[config.mk]
export PLATFORM = sky130hd
export DESIGN_NAME = iob_integ
export DESIGN_NICKNAME = d
export VERILOG_FILES = /design/src/rtl/iob_sat_add.sv /design/src/rtl/iob_integ.sv
export SDC_FILE = /design/constraint.sdc
export NUM_CORES = 1
export LEC_CHECK = 0
export CAP_MARGIN = 30
export CORE_MARGIN = 3
export CORE_UTILIZATION = 40
export CTS_BUF_LIST = sky130_fd_sc_hd__clkbuf_8
export CTS_CLUSTER_DIAMETER = 100
export DETAILED_ROUTE_END_ITERATION = 6
export PLACE_DENSITY = 0.8
export SYNTH_ARGS = -nofsm -noshare
export SYNTH_HDL_FRONTEND = slang
export SYNTH_SLANG_ARGS = --single-unit
export TNS_END_PERCENT = 10
[constraint.sdc]
create_clock -name clk_i -period 2.2 [get_ports clk_i]
set_input_delay 0.33 -clock clk_i [delete_from_list [all_inputs] [get_ports clk_i]]
set_output_delay 0.33 -clock clk_i [all_outputs]
set_load 0.02 [all_outputs]
[src/rtl/iob_sat_add.sv]
`default_nettype none
// ============================================================================
// Module   : iob_sat_add
// Brief    : Combinational signed adder, A_W-bit result, B_W-bit addend
//            sign-extended. Overflow flag always reported; result either
//            wraps (SAT=0) or clamps to the signed range of A_W (SAT=1).
// Revision : 1.0 - initial release
// ============================================================================
module iob_sat_add #(
  parameter int A_W = 32,
  parameter int B_W = 32,
  parameter bit SAT = 1'b0
) (
  input  logic [A_W-1:0] a_i,
  input  logic [B_W-1:0] b_i,
  output logic [A_W-1:0] sum_o,
  output logic           ovf_o
);

  localparam logic [A_W-1:0] SAT_MAX = {1'b0, {(A_W-1){1'b1}}};
  localparam logic [A_W-1:0] SAT_MIN = {1'b1, {(A_W-1){1'b0}}};

  logic [A_W:0] sum_full;

  // One guard bit above the result: operands are sign-extended to A_W+1 so
  // the guard bit disagreeing with the result MSB is exactly signed overflow.
  always_comb begin
    sum_full = {a_i[A_W-1], a_i} + {{(A_W+1-B_W){b_i[B_W-1]}}, b_i};
    ovf_o    = sum_full[A_W] ^ sum_full[A_W-1];
  end

  generate
    if (SAT) begin : g_sat
      // On overflow the guard bit holds the true sign of the sum.
      always_comb begin
        if (ovf_o) sum_o = sum_full[A_W] ? SAT_MIN : SAT_MAX;
        else       sum_o = sum_full[A_W-1:0];
      end
    end else begin : g_wrap
      // Two's-complement wrap simply drops the guard bit.
      always_comb sum_o = sum_full[A_W-1:0];
    end
  endgenerate

endmodule
`default_nettype wire

[src/rtl/iob_integ.sv]
`default_nettype none
// ============================================================================
// Module   : iob_integ
// Brief    : Signed discrete integrator rebuilding an absolute signal from a
//            delta stream. Valid/ready on both sides, single registered
//            output stage (the accumulator itself), sticky overflow flag,
//            sync clear / load, clock enable, async active-low reset.
// Revision : 1.0 - initial release
// ============================================================================
module iob_integ #(
  parameter int             DATA_W  = 32,
  parameter int             ACC_W   = 32,
  parameter logic [ACC_W-1:0] RST_VAL = '0,
  parameter bit             SAT     = 1'b0
) (
  input  logic              clk_i,
  input  logic              cke_i,
  input  logic              arst_n_i,
  input  logic              rst_i,
  input  logic              ld_i,
  input  logic [ACC_W-1:0]  ld_val_i,
  input  logic [DATA_W-1:0] data_i,
  input  logic              valid_i,
  output logic              ready_o,
  output logic [ACC_W-1:0]  data_o,
  output logic              valid_o,
  input  logic              ready_i,
  output logic              ovf_o
);

  logic [ACC_W-1:0] acc_q, acc_d;
  logic             valid_q, valid_d;
  logic             ovf_q, ovf_d;
  logic [ACC_W-1:0] sum;
  logic             sum_ovf;
  logic             accept;

  iob_sat_add #(
    .A_W (ACC_W),
    .B_W (DATA_W),
    .SAT (SAT)
  ) u_add (
    .a_i   (acc_q),
    .b_i   (data_i),
    .sum_o (sum),
    .ovf_o (sum_ovf)
  );

  // Input side may take a sample only when the output slot is free or being
  // drained this cycle; clear/load steal the cycle so no sample is lost.
  always_comb begin
    ready_o = cke_i & ~rst_i & ~ld_i & (~valid_q | ready_i);
    accept  = valid_i & ready_o;
  end

  // Next-state selection: clear > load > accept > output drain.
  always_comb begin
    acc_d   = acc_q;
    valid_d = valid_q;
    ovf_d   = ovf_q;
    if (cke_i) begin
      if (rst_i) begin
        acc_d   = RST_VAL;
        valid_d = 1'b0;
        ovf_d   = 1'b0;
      end else if (ld_i) begin
        acc_d   = ld_val_i;
        valid_d = 1'b0;
        ovf_d   = 1'b0;
      end else if (accept) begin
        acc_d   = sum;
        valid_d = 1'b1;
        ovf_d   = ovf_q | sum_ovf;
      end else if (valid_q && ready_i) begin
        valid_d = 1'b0;
      end
    end
  end

  // State registers; async reset drops any pending output.
  always_ff @(posedge clk_i or negedge arst_n_i) begin
    if (!arst_n_i) begin
      acc_q   <= RST_VAL;
      valid_q <= 1'b0;
      ovf_q   <= 1'b0;
    end else begin
      acc_q   <= acc_d;
      valid_q <= valid_d;
      ovf_q   <= ovf_d;
    end
  end

  // The accumulator doubles as the output register.
  always_comb begin
    data_o  = acc_q;
    valid_o = valid_q;
    ovf_o   = ovf_q;
  end

endmodule
`default_nettype wire

==> impl_metrics.yaml, run 1 <==
status:
  status: "finished, violations left"
  violations: "negative setup slack"
synth:
  ys_ff_latch: 34
  syn_area_per_cell_um2: 8.42
  synthArstFlopShare: 1.00
  synth-edff-count: 0
  syn-num-nets: 469
  synth_area_um2: 3070
  synth_warnings: 0
  netlist_instances: 365
  synth_cell_types: 49
  ys_seq_area_frac: 0.277
  synth_ff_type: "dfrtp_1"
clocking:
  cts_tree: "done"
  cts_buffers: 5
  ctsLongestPathBuffers: 2
  hold_buffers: 0
  htreeDepth: 2
  cts_sinks: 34
  root_buffer: "clkbuf_8"
  path_clk_slew_ns: 0.08
  clkLatencyLatePin_ns: 0.29
routing:
  drcViolationCount: 0
  wirelength_mm: 10.6
  antenna_left: 0
  drtIter0Drc: 182
  wl_per_cell_um: 16.1
  drtPass1Iterations: 4
  vias: 3553
  via_per_inst: 5.42
sta:
  fmax_mhz: 397
  slew_viol_final: 0
  fin_ws_ns: -0.318
  min_period_ns: 2.52
  fin_worst_skew_ns: 0.00493
  fin_hold_ws_ns: 0.0696
  setup_violations: 21
  fin_setup_tns_ns: -3.48
  rsz0062_at_grt: "yes"
  post-route-period-util: 1.14
  hold_viol_final: 0
  slew-limit-headroom: 0.624
  tightest_slew_ns: 0.563
pwr:
  max-vdd-ir-drop_uv: 371
  p_total_mw: 3.57
  powerDensity_nw_per_um2: 666
  p_leak_nw: 2.44
global_route:
  groute.layer.met3.usage: 0.0337
  grt_max_degree: 38
  grt_pass1_wl_mm: 17.2
  gr-usage-all-layers: 0.242
  grt_pass1_vias: 3644
  busiest_layer: "met2"
  met2_usage: 0.438
  use_met1: 0.304
  gr-total-overflow: 0
  antenna_found_initial: 0
worst_setup_path:
  worst-path-max-fanout: 3
  worstPathRequired_ns: 2.38
  r2r-end: "data_o[15]"
  ff2ff_path_depth: 12
  cp-start-kind: "flop"
  endpoint_kind: "flop"
  worstSetupPathType: "reg -> reg"
  r2r_start: "data_o[0]"
  rrSetupSlack_ns: -0.32
  critPathArrivalTime_ns: 2.70
layout:
  synthToLayoutAreaGrowth_pct: 74.5
  final_common_cell: "clkdlybuf4s50_1"
  layout-drive-gt1-share: 0.280
  final_cell_mix: "clkdlybuf4s50_1 (95), buf_4 (88), nand2_1 (35)"
  fin_nets: 660
  final_area_um2: 5360
  stdcell_count: 656
  n_antenna_cell: 0
  final_core_util: 0.728
hold_path:
  min_path_type: "in -> async"
floorplanning:
  fp.dieW_um: 93.7
  dieArea_um2: 8770
  io_pins: 106
  core_area_um2: 7370
  die_h_um: 93.7
  rows: 31
  start_util: 0.417
place:
  place.detailed.hpwl_mm: 7.66
  gp_congestion: 0.884
  dp.cells: 643
  detailedPlace.worstSlack_ns: -0.785
  post_dp_cell_area_um2: 4980
  io_buffers: 105
run:
  max_cap_viol_count: 0
[cell type report]
class	instances	area, um2
clock inverters	2	8.76
repair buffers	199	1760
inverters	13	48.8
multi-input cells	303	2480
fillers	517	2010
well taps	99	124
flip-flops and latches	34	856
clock buffers	6	82.6
[critical path, cell delays in order, from the launching register on]
cell,delay (ns)
dfrtp_2,0.43
ha_4,0.17
buf_6,0.12
a211oi_4,0.26
o21ai_2,0.10
o21a_1,0.22
o211ai_4,0.22
buf_6,0.15
nand2b_4,0.06
a21oi_2,0.15
xor2_1,0.23
o21ai_1,0.09
a22o_1,0.21
[cells in the mapped netlist (all sizes together) (2+ instances only)]
| library cell | n | area share |
|---|---|---|
| o21a | 5 | 0.012 |
| a21o | 16 | 0.039 |
| o21ai | 47 | 0.078 |
| nor2 | 17 | 0.021 |
| a211oi | 3 | 0.0090 |
| dfrtp | 34 | 0.28 |
| and3 | 2 | 0.0041 |
| nand2 | 36 | 0.044 |
| clkbuf | 15 | 0.018 |
| a22o | 14 | 0.040 |
| o21bai | 4 | 0.011 |
| or3 | 3 | 0.0061 |
| nand4 | 3 | 0.0061 |
| o211ai | 3 | 0.0090 |
| ha | 32 | 0.13 |
| a22oi | 14 | 0.034 |
| nand3 | 5 | 0.0081 |
| nand2b | 7 | 0.014 |
| xnor2 | 16 | 0.046 |
| and2 | 2 | 0.0041 |
| o31ai | 5 | 0.017 |
| mux2i | 2 | 0.0065 |
| a31oi | 2 | 0.0041 |
| xor2 | 14 | 0.040 |
| inv | 13 | 0.016 |
| nor3 | 2 | 0.0033 |
| a21oi | 34 | 0.057 |
[power breakdown]
part / switching, mW / total, mW / internal (mW)
logic: 1.05 / 2.25 / 1.20
registers: 0.0908 / 0.814 / 0.723
clock network: 0.253 / 0.502 / 0.249
total: 1.40 / 3.57 / 2.17
[layer usage]
layer / up-vias / wire (um)
met3: 11 / 557
met2: 117 / 5450
met1: 1691 / 4430
li1: 1734 / -
met5: - / 0
met4: 0 / 133
[logic make-up after synthesis]
| kind of cell | count (synthesis) | synth area share |
|---|---|---|
| compound gates | 156 | 0.336 |
| simple gates | 82 | 0.125 |
| flops | 34 | 0.277 |
| fa+ha+maj | 33 | 0.137 |
| xor+xnor | 30 | 0.0855 |
| buf+inv | 28 | 0.0342 |
| mux | 2 | 0.00651 |
[registers in the layout, summed over array words and instances, names as in the netlist]
signal	count
data_o	32
ovf_o	1
valid_o	1
[what timing repair did]
item	CTS	global route
setup endpoints to repair	25	25
gates resized for setup	48	8
pin swaps	26	12
endpoints found under the hold margin	0	0
setup buffers	4	1
[worst max path at each step]
stage / startpoint / to / slack (ns) / depth (start not counted)
finish: data_o[0] / data_o[15] / -0.32 / 12
global route: data_o[0] / data_o[30] / -0.39 / 12
CTS: data_o[0] / ovf_o / -0.26 / 12
detailed placement: data_i[0] / data_o[30] / -0.78 / 13
global placement: data_i[0] / data_o[30] / -0.72 / 13
floorplan: data_o[0] / data_o[30] / -0.20 / 12
(Power assumes the default switching activity.)
==> run 2, diff against run 1 <==
--- a/config.mk
+++ b/config.mk
@@ -6,12 +6,14 @@
 export NUM_CORES = 1
 export LEC_CHECK = 0
 export CAP_MARGIN = 30
+export CELL_PAD_IN_SITES_DETAIL_PLACEMENT = 0
+export CELL_PAD_IN_SITES_GLOBAL_PLACEMENT = 1
 export CORE_MARGIN = 3
-export CORE_UTILIZATION = 40
+export CORE_UTILIZATION = 31
 export CTS_BUF_LIST = sky130_fd_sc_hd__clkbuf_8
 export CTS_CLUSTER_DIAMETER = 100
 export DETAILED_ROUTE_END_ITERATION = 6
-export PLACE_DENSITY = 0.8
+export PLACE_DENSITY = 0.84
 export SYNTH_ARGS = -nofsm -noshare
 export SYNTH_HDL_FRONTEND = slang
 export SYNTH_SLANG_ARGS = --single-unit
==> run 2 against run 1 <==
Compared with the run above:
- the run still ends with negative setup slack left
- cell count is 5.8% higher
- core utilization is 15 points lower
- sequential share of layout area is 0.11 points lower
- total power is 1.7% lower
- clock skew is 0.0032 ns higher
- die area is 27% higher
- critical endpoint is now ovf_o
- highest routed layer unchanged
==> impl_metrics.yaml, run 2 (same netlist as run 1, synthesis figures left out) <==
status:
  status: "finished, violations left"
  violations: "negative setup slack"
worst_setup_path:
  cp-start-kind: "input port"
  worst-path-max-fanout: 5
  slowest_delay_ns: 0.42
  worstSetupPathType: "in -> reg"
  path_cells: "clkdlybuf4s50_1 > ha_1 > o211ai_1 > o21ai_2 > o21a_1 > o211ai_2 > o21ai_2 > o31ai_4 > mux2i_1 > nand2_1 > a31oi_1"
  cp_slowest_cell: "clkdlybuf4s50_1"
  endpoint_kind: "flop"
  worstPathRequired_ns: 2.41
  critPathArrivalTime_ns: 2.66
  crit_path_frequent_cell: "o21ai_2"
place:
  io_buffers: 105
  place.detailed.hpwl_mm: 7.96
  gp_congestion: 0.869
  dp.cells: 679
floorplanning:
  core_area_um2: 9420
  start_util: 0.326
  fp.dieW_um: 106
  die_h_um: 106
  io_pins: 106
  rows: 35
  dieArea_um2: 11100
layout:
  layout-drive-gt1-share: 0.288
  fill_cells: 868
  synthToLayoutAreaGrowth_pct: 75.7
  n_antenna_cell: 0
  final_cell_mix: "buf_4 (100), clkdlybuf4s50_1 (95), nand2_1 (36)"
  stdcell_count: 694
  final_common_cell: "buf_4"
  fin_nets: 668
  largest_reg_flops: 32
routing:
  top_layer: "met4"
  vias: 3480
  met1_length_mm: 4.53
  wl_per_cell_um: 14.8
  drcViolationCount: 0
  via_per_inst: 5.01
  dr_wl_met3_um: 384
  wirelength_mm: 10.3
  wl_met2_mm: 5.24
  drtPass1Iterations: 4
  antenna_left: 0
  drtIter0Drc: 101
clocking:
  cts_sinks: 34
  hold_buffers: 0
  cts_buffers: 5
  path_clk_slew_ns: 0.08
  root_buffer: "clkbuf_8"
  cts_tree: "done"
  clkLatencyLatePin_ns: 0.29
  htreeDepth: 2
  ctsLongestPathBuffers: 2
sta:
  fin_setup_tns_ns: -3.60
  hold_viol_final: 0
  fin_ws_ns: -0.253
  rsz0062_at_grt: "yes"
  fin_worst_skew_ns: 0.00814
  fin_hold_ws_ns: 0.135
  post-route-period-util: 1.12
  fmax_mhz: 408
  tightest_slew_ns: 0.823
  slew-limit-headroom: 0.451
  slew_viol_final: 0
  setup_violations: 23
  min_period_ns: 2.45
pwr:
  max-vdd-ir-drop_uv: 303
  p_leak_nw: 2.47
  combinationalPowerShare: 0.628
  powerDensity_nw_per_um2: 650
  seqPwrFrac: 0.230
  p_int_mw: 2.16
  clock_power_share: 0.142
  p_total_mw: 3.51
  p_switching_mw: 1.35
  p_sw_frac: 0.384
global_route:
  antenna_found_initial: 0
  gr-usage-all-layers: 0.185
  grt_max_degree: 38
  gr-total-overflow: 0
  grt_pass1_wl_mm: 17.1
  grt_pass1_vias: 3630
hold_path:
  min_path_type: "in -> async"
run:
  max_cap_viol_count: 0
-- run 2: power groups by stage --
stage | Sequential, mW | Clock (mW) | Combinational, mW
after global placement | 0.810 | 0 | 2.00
after global routing | 0.821 | 0.537 | 2.42
final | 0.808 | 0.498 | 2.20
after floorplan | 0.935 | 0 | 0.957
after detailed placement | 0.814 | 0 | 2.03
after CTS | 0.809 | 0.519 | 2.17
-- run 2: critical path: cells and delay by family --
family,cells,cell delay (ns)
AO/OA/AOI/OAI,7,1.26
adder cells (fa/ha/maj),1,0.34
buffers and inverters,1,0.42
multiplexers,1,0.24
AND/OR/NAND/NOR,1,0.07
-- run 2: per-layer routing --
metal / vias to the layer above / track usage
li1: 1744 / -
met5: - / 0
met3: 11 / 0.0306
met2: 80 / 0.327
met1: 1645 / 0.234
met4: 0 / 0.0481
-- run 2: area by class of cell --
class	count	area, um2	share of cell area
Clock inverter	2	8.76	0.00162
Timing Repair Buffer	207	1810	0.335
Sequential cell	34	856	0.159
Clock buffer	6	82.6	0.0153
Tap cell	129	161	0.0299
Inverter	13	48.8	0.00904
Multi-Input combinational cell	303	2430	0.451
-- run 2: worst paths after layout --
| check | from | end | slack [ns] | cells past startpoint |
|---|---|---|---|---|
| min in group clk_i | valid_o | valid_o | 0.53 | 1 |
| min reg2reg | valid_o | valid_o | 0.53 | 1 |
| max reg2reg | data_o[0] | ovf_o | -0.25 | 11 |
| max | data_i[3] | ovf_o | -0.25 | 11 |
| min | arst_n_i | data_o[3] | 0.14 | 1 |
| max in group asynchronous | arst_n_i | data_o[0] | 1.50 | 1 |
-- run 2: metrics by stage --
stage / utilization / worst slack [ns] / cell area (um2)
6_report: 0.573 / -0.253 / 5400
5_1_grt: 0.573 / -0.431 / 5400
4_1_cts: 0.570 / -0.261 / 5360
3_5_place_dp: 0.537 / -0.837 / 5060
3_3_place_gp: 0.536 / -0.734 / 5050
2_1_floorplan: - / -0.200 / 3190
-- run 2: repair_timing --
item / 4_1_cts / 5_1_grt
hold endpoints to repair: 0 / 0
pin swaps: 37 / 8
setup endpoints to repair: 26 / 26
setup buffers: 5 / 2
gates resized for setup: 43 / 4
==> run 3, diff against run 2 <==
--- a/config.mk
+++ b/config.mk
@@ -13,6 +13,7 @@
 export CTS_BUF_LIST = sky130_fd_sc_hd__clkbuf_8
 export CTS_CLUSTER_DIAMETER = 100
 export DETAILED_ROUTE_END_ITERATION = 6
+export MAX_ROUTING_LAYER = met4
 export PLACE_DENSITY = 0.84
 export SYNTH_ARGS = -nofsm -noshare
 export SYNTH_HDL_FRONTEND = slang
==> run 3 against run 2 <==
Compared with the run above:
- the flow still finishes with violations (negative setup slack)
- clock skew decreased by 0.0042 ns
- worst setup slack got worse by 0.090 ns
- sequential share of layout area decreased by 0.084 points
- worst hold slack improved by 0.0068 ns
- clock power about the same
- largest cell class unchanged
- via count increased by 0.95%
- combinational power increased by 2%
- die area unchanged
==> impl_metrics.yaml, run 3 (same netlist as run 1, synthesis figures left out) <==
status:
  status: "finished, violations left"
  violations: "negative setup slack"
layout:
  final_common_cell: "buf_4"
  stdcell_count: 691
  fill_cells: 812
  n_antenna_cell: 0
  fin_nets: 665
  final_area_um2: 5430
  register_area_um2: 856
  layout-drive-gt1-share: 0.292
  final_cell_mix: "buf_4 (97), clkdlybuf4s50_1 (93), nand2_1 (36)"
  largest_reg_flops: 32
  multi_input_area_um2: 2490
  synthToLayoutAreaGrowth_pct: 76.6
clocking:
  htreeDepth: 2
  cts_buffers: 5
  clkLatencyLatePin_ns: 0.28
  cts_sinks: 34
  hold_buffers: 0
  root_buffer: "clkbuf_8"
  path_clk_slew_ns: 0.08
  cts_tree: "done"
  ctsLongestPathBuffers: 2
sta:
  rsz0062_at_grt: "yes"
  min_period_ns: 2.54
  fin_ws_ns: -0.343
  setup_violations: 21
  post-route-period-util: 1.16
  tightest_slew_ns: 0.835
  slew-limit-headroom: 0.443
  hold_viol_final: 0
  fin_worst_skew_ns: 0.00397
  slew_viol_final: 0
  fmax_mhz: 393
worst_setup_path:
  crit_start: "data_o[0]"
  endpoint_kind: "flop"
  worstSetupPathType: "reg -> reg"
  worst-path-max-fanout: 5
  r2r-end: "ovf_o"
  ff2ff_path_depth: 11
  rrSetupSlack_ns: -0.34
  r2r_start: "data_o[0]"
  critPathArrivalTime_ns: 2.75
  cp-start-kind: "flop"
  worstPathRequired_ns: 2.41
global_route:
  gr-total-overflow: 0
  grt_pass1_wl_mm: 17.5
  gr-usage-all-layers: 0.193
  antenna_found_initial: 0
  grt_pass1_vias: 3629
  grt_max_degree: 38
run:
  max_cap_viol_count: 0
floorplanning:
  dieArea_um2: 11100
  core_area_um2: 9420
  fp.dieW_um: 106
  rows: 35
  die_h_um: 106
  io_pins: 106
  start_util: 0.326
pwr:
  max-vdd-ir-drop_uv: 339
  powerDensity_nw_per_um2: 656
  p_leak_nw: 2.45
routing:
  via_per_inst: 5.08
  wl_met2_mm: 5.37
  drcViolationCount: 0
  top_layer: "met4"
  vias: 3513
  met1_length_mm: 4.65
  dr_wl_met3_um: 390
  wirelength_mm: 10.5
  drtPass1Iterations: 5
  drtIter0Drc: 95
  antenna_left: 0
  wl_per_cell_um: 15.3
place:
  post_dp_cell_area_um2: 5060
  place.detailed.hpwl_mm: 7.89
  dp.cells: 679
  io_buffers: 105
  gp_congestion: 0.866
hold_path:
  min_path_type: "in -> async"
## run 3: layer usage
layer,up-vias,GRT usage
met3,12,0.0263
met5,-,-
li1,1751,-
met4,0,0.0315
met1,1663,0.241
met2,87,0.339
## run 3: worst max-delay path by stage
| stage | depth (start not counted) | endpoint |
|---|---|---|
| 6_report | 11 | ovf_o |
| 4_1_cts | 11 | ovf_o |
| 3_5_place_dp | 13 | data_o[30] |
| 3_3_place_gp | 13 | data_o[30] |
| 2_1_floorplan | 12 | data_o[30] |
| 5_1_grt | 11 | ovf_o |
## run 3: final cells by class
type,count,share of cell area
Sequential cell,34,0.158
Multi-Input combinational cell,303,0.458
Clock buffer,6,0.0152
Clock inverter,2,0.00161
Inverter,13,0.00899
Tap cell,129,0.0297
Timing Repair Buffer,204,0.328
## run 3: critical path, cell delays in order (launching register included)
cell	delay, ns
dfrtp_2	0.43
ha_4	0.17
buf_6	0.12
a211oi_4	0.25
o21ai_2	0.08
o21a_2	0.26
o211ai_4	0.25
o21ai_4	0.10
o31ai_4	0.37
mux2i_1	0.23
nand2_1	0.06
a31oi_1	0.15
## run 3: timing repair
action,CTS,global route
buffers inserted,2,2
setup endpoints to repair,25,24
cloned,0,0
pin swaps,38,9
gates resized for setup,44,10
## run 3: through the flow
step / utilization / setup WS (ns) / hold WS, ns / TNS [ns] / total power, mW
floorplan: - / -0.200 / 0.0344 / -1.40 / 1.89
global placement: 0.536 / -0.737 / 0.476 / -14.75 / 2.81
detailed placement: 0.537 / -0.820 / 0.483 / -15.39 / 2.85
CTS: 0.568 / -0.288 / 0.172 / -3.15 / 3.50
global route: 0.576 / -0.506 / 0.203 / -6.31 / 3.82
finish: 0.576 / -0.343 / 0.142 / -3.58 / 3.56
## run 3: power by group
group | internal (mW) | total [mW] | leakage, nW | switching [mW]
combinational | 1.21 | 2.25 | 1.96 | 1.04
sequential | 0.723 | 0.811 | 0.440 | 0.0875
clock | 0.249 | 0.500 | 0.0524 | 0.251
total | 2.18 | 3.56 | 2.45 | 1.38
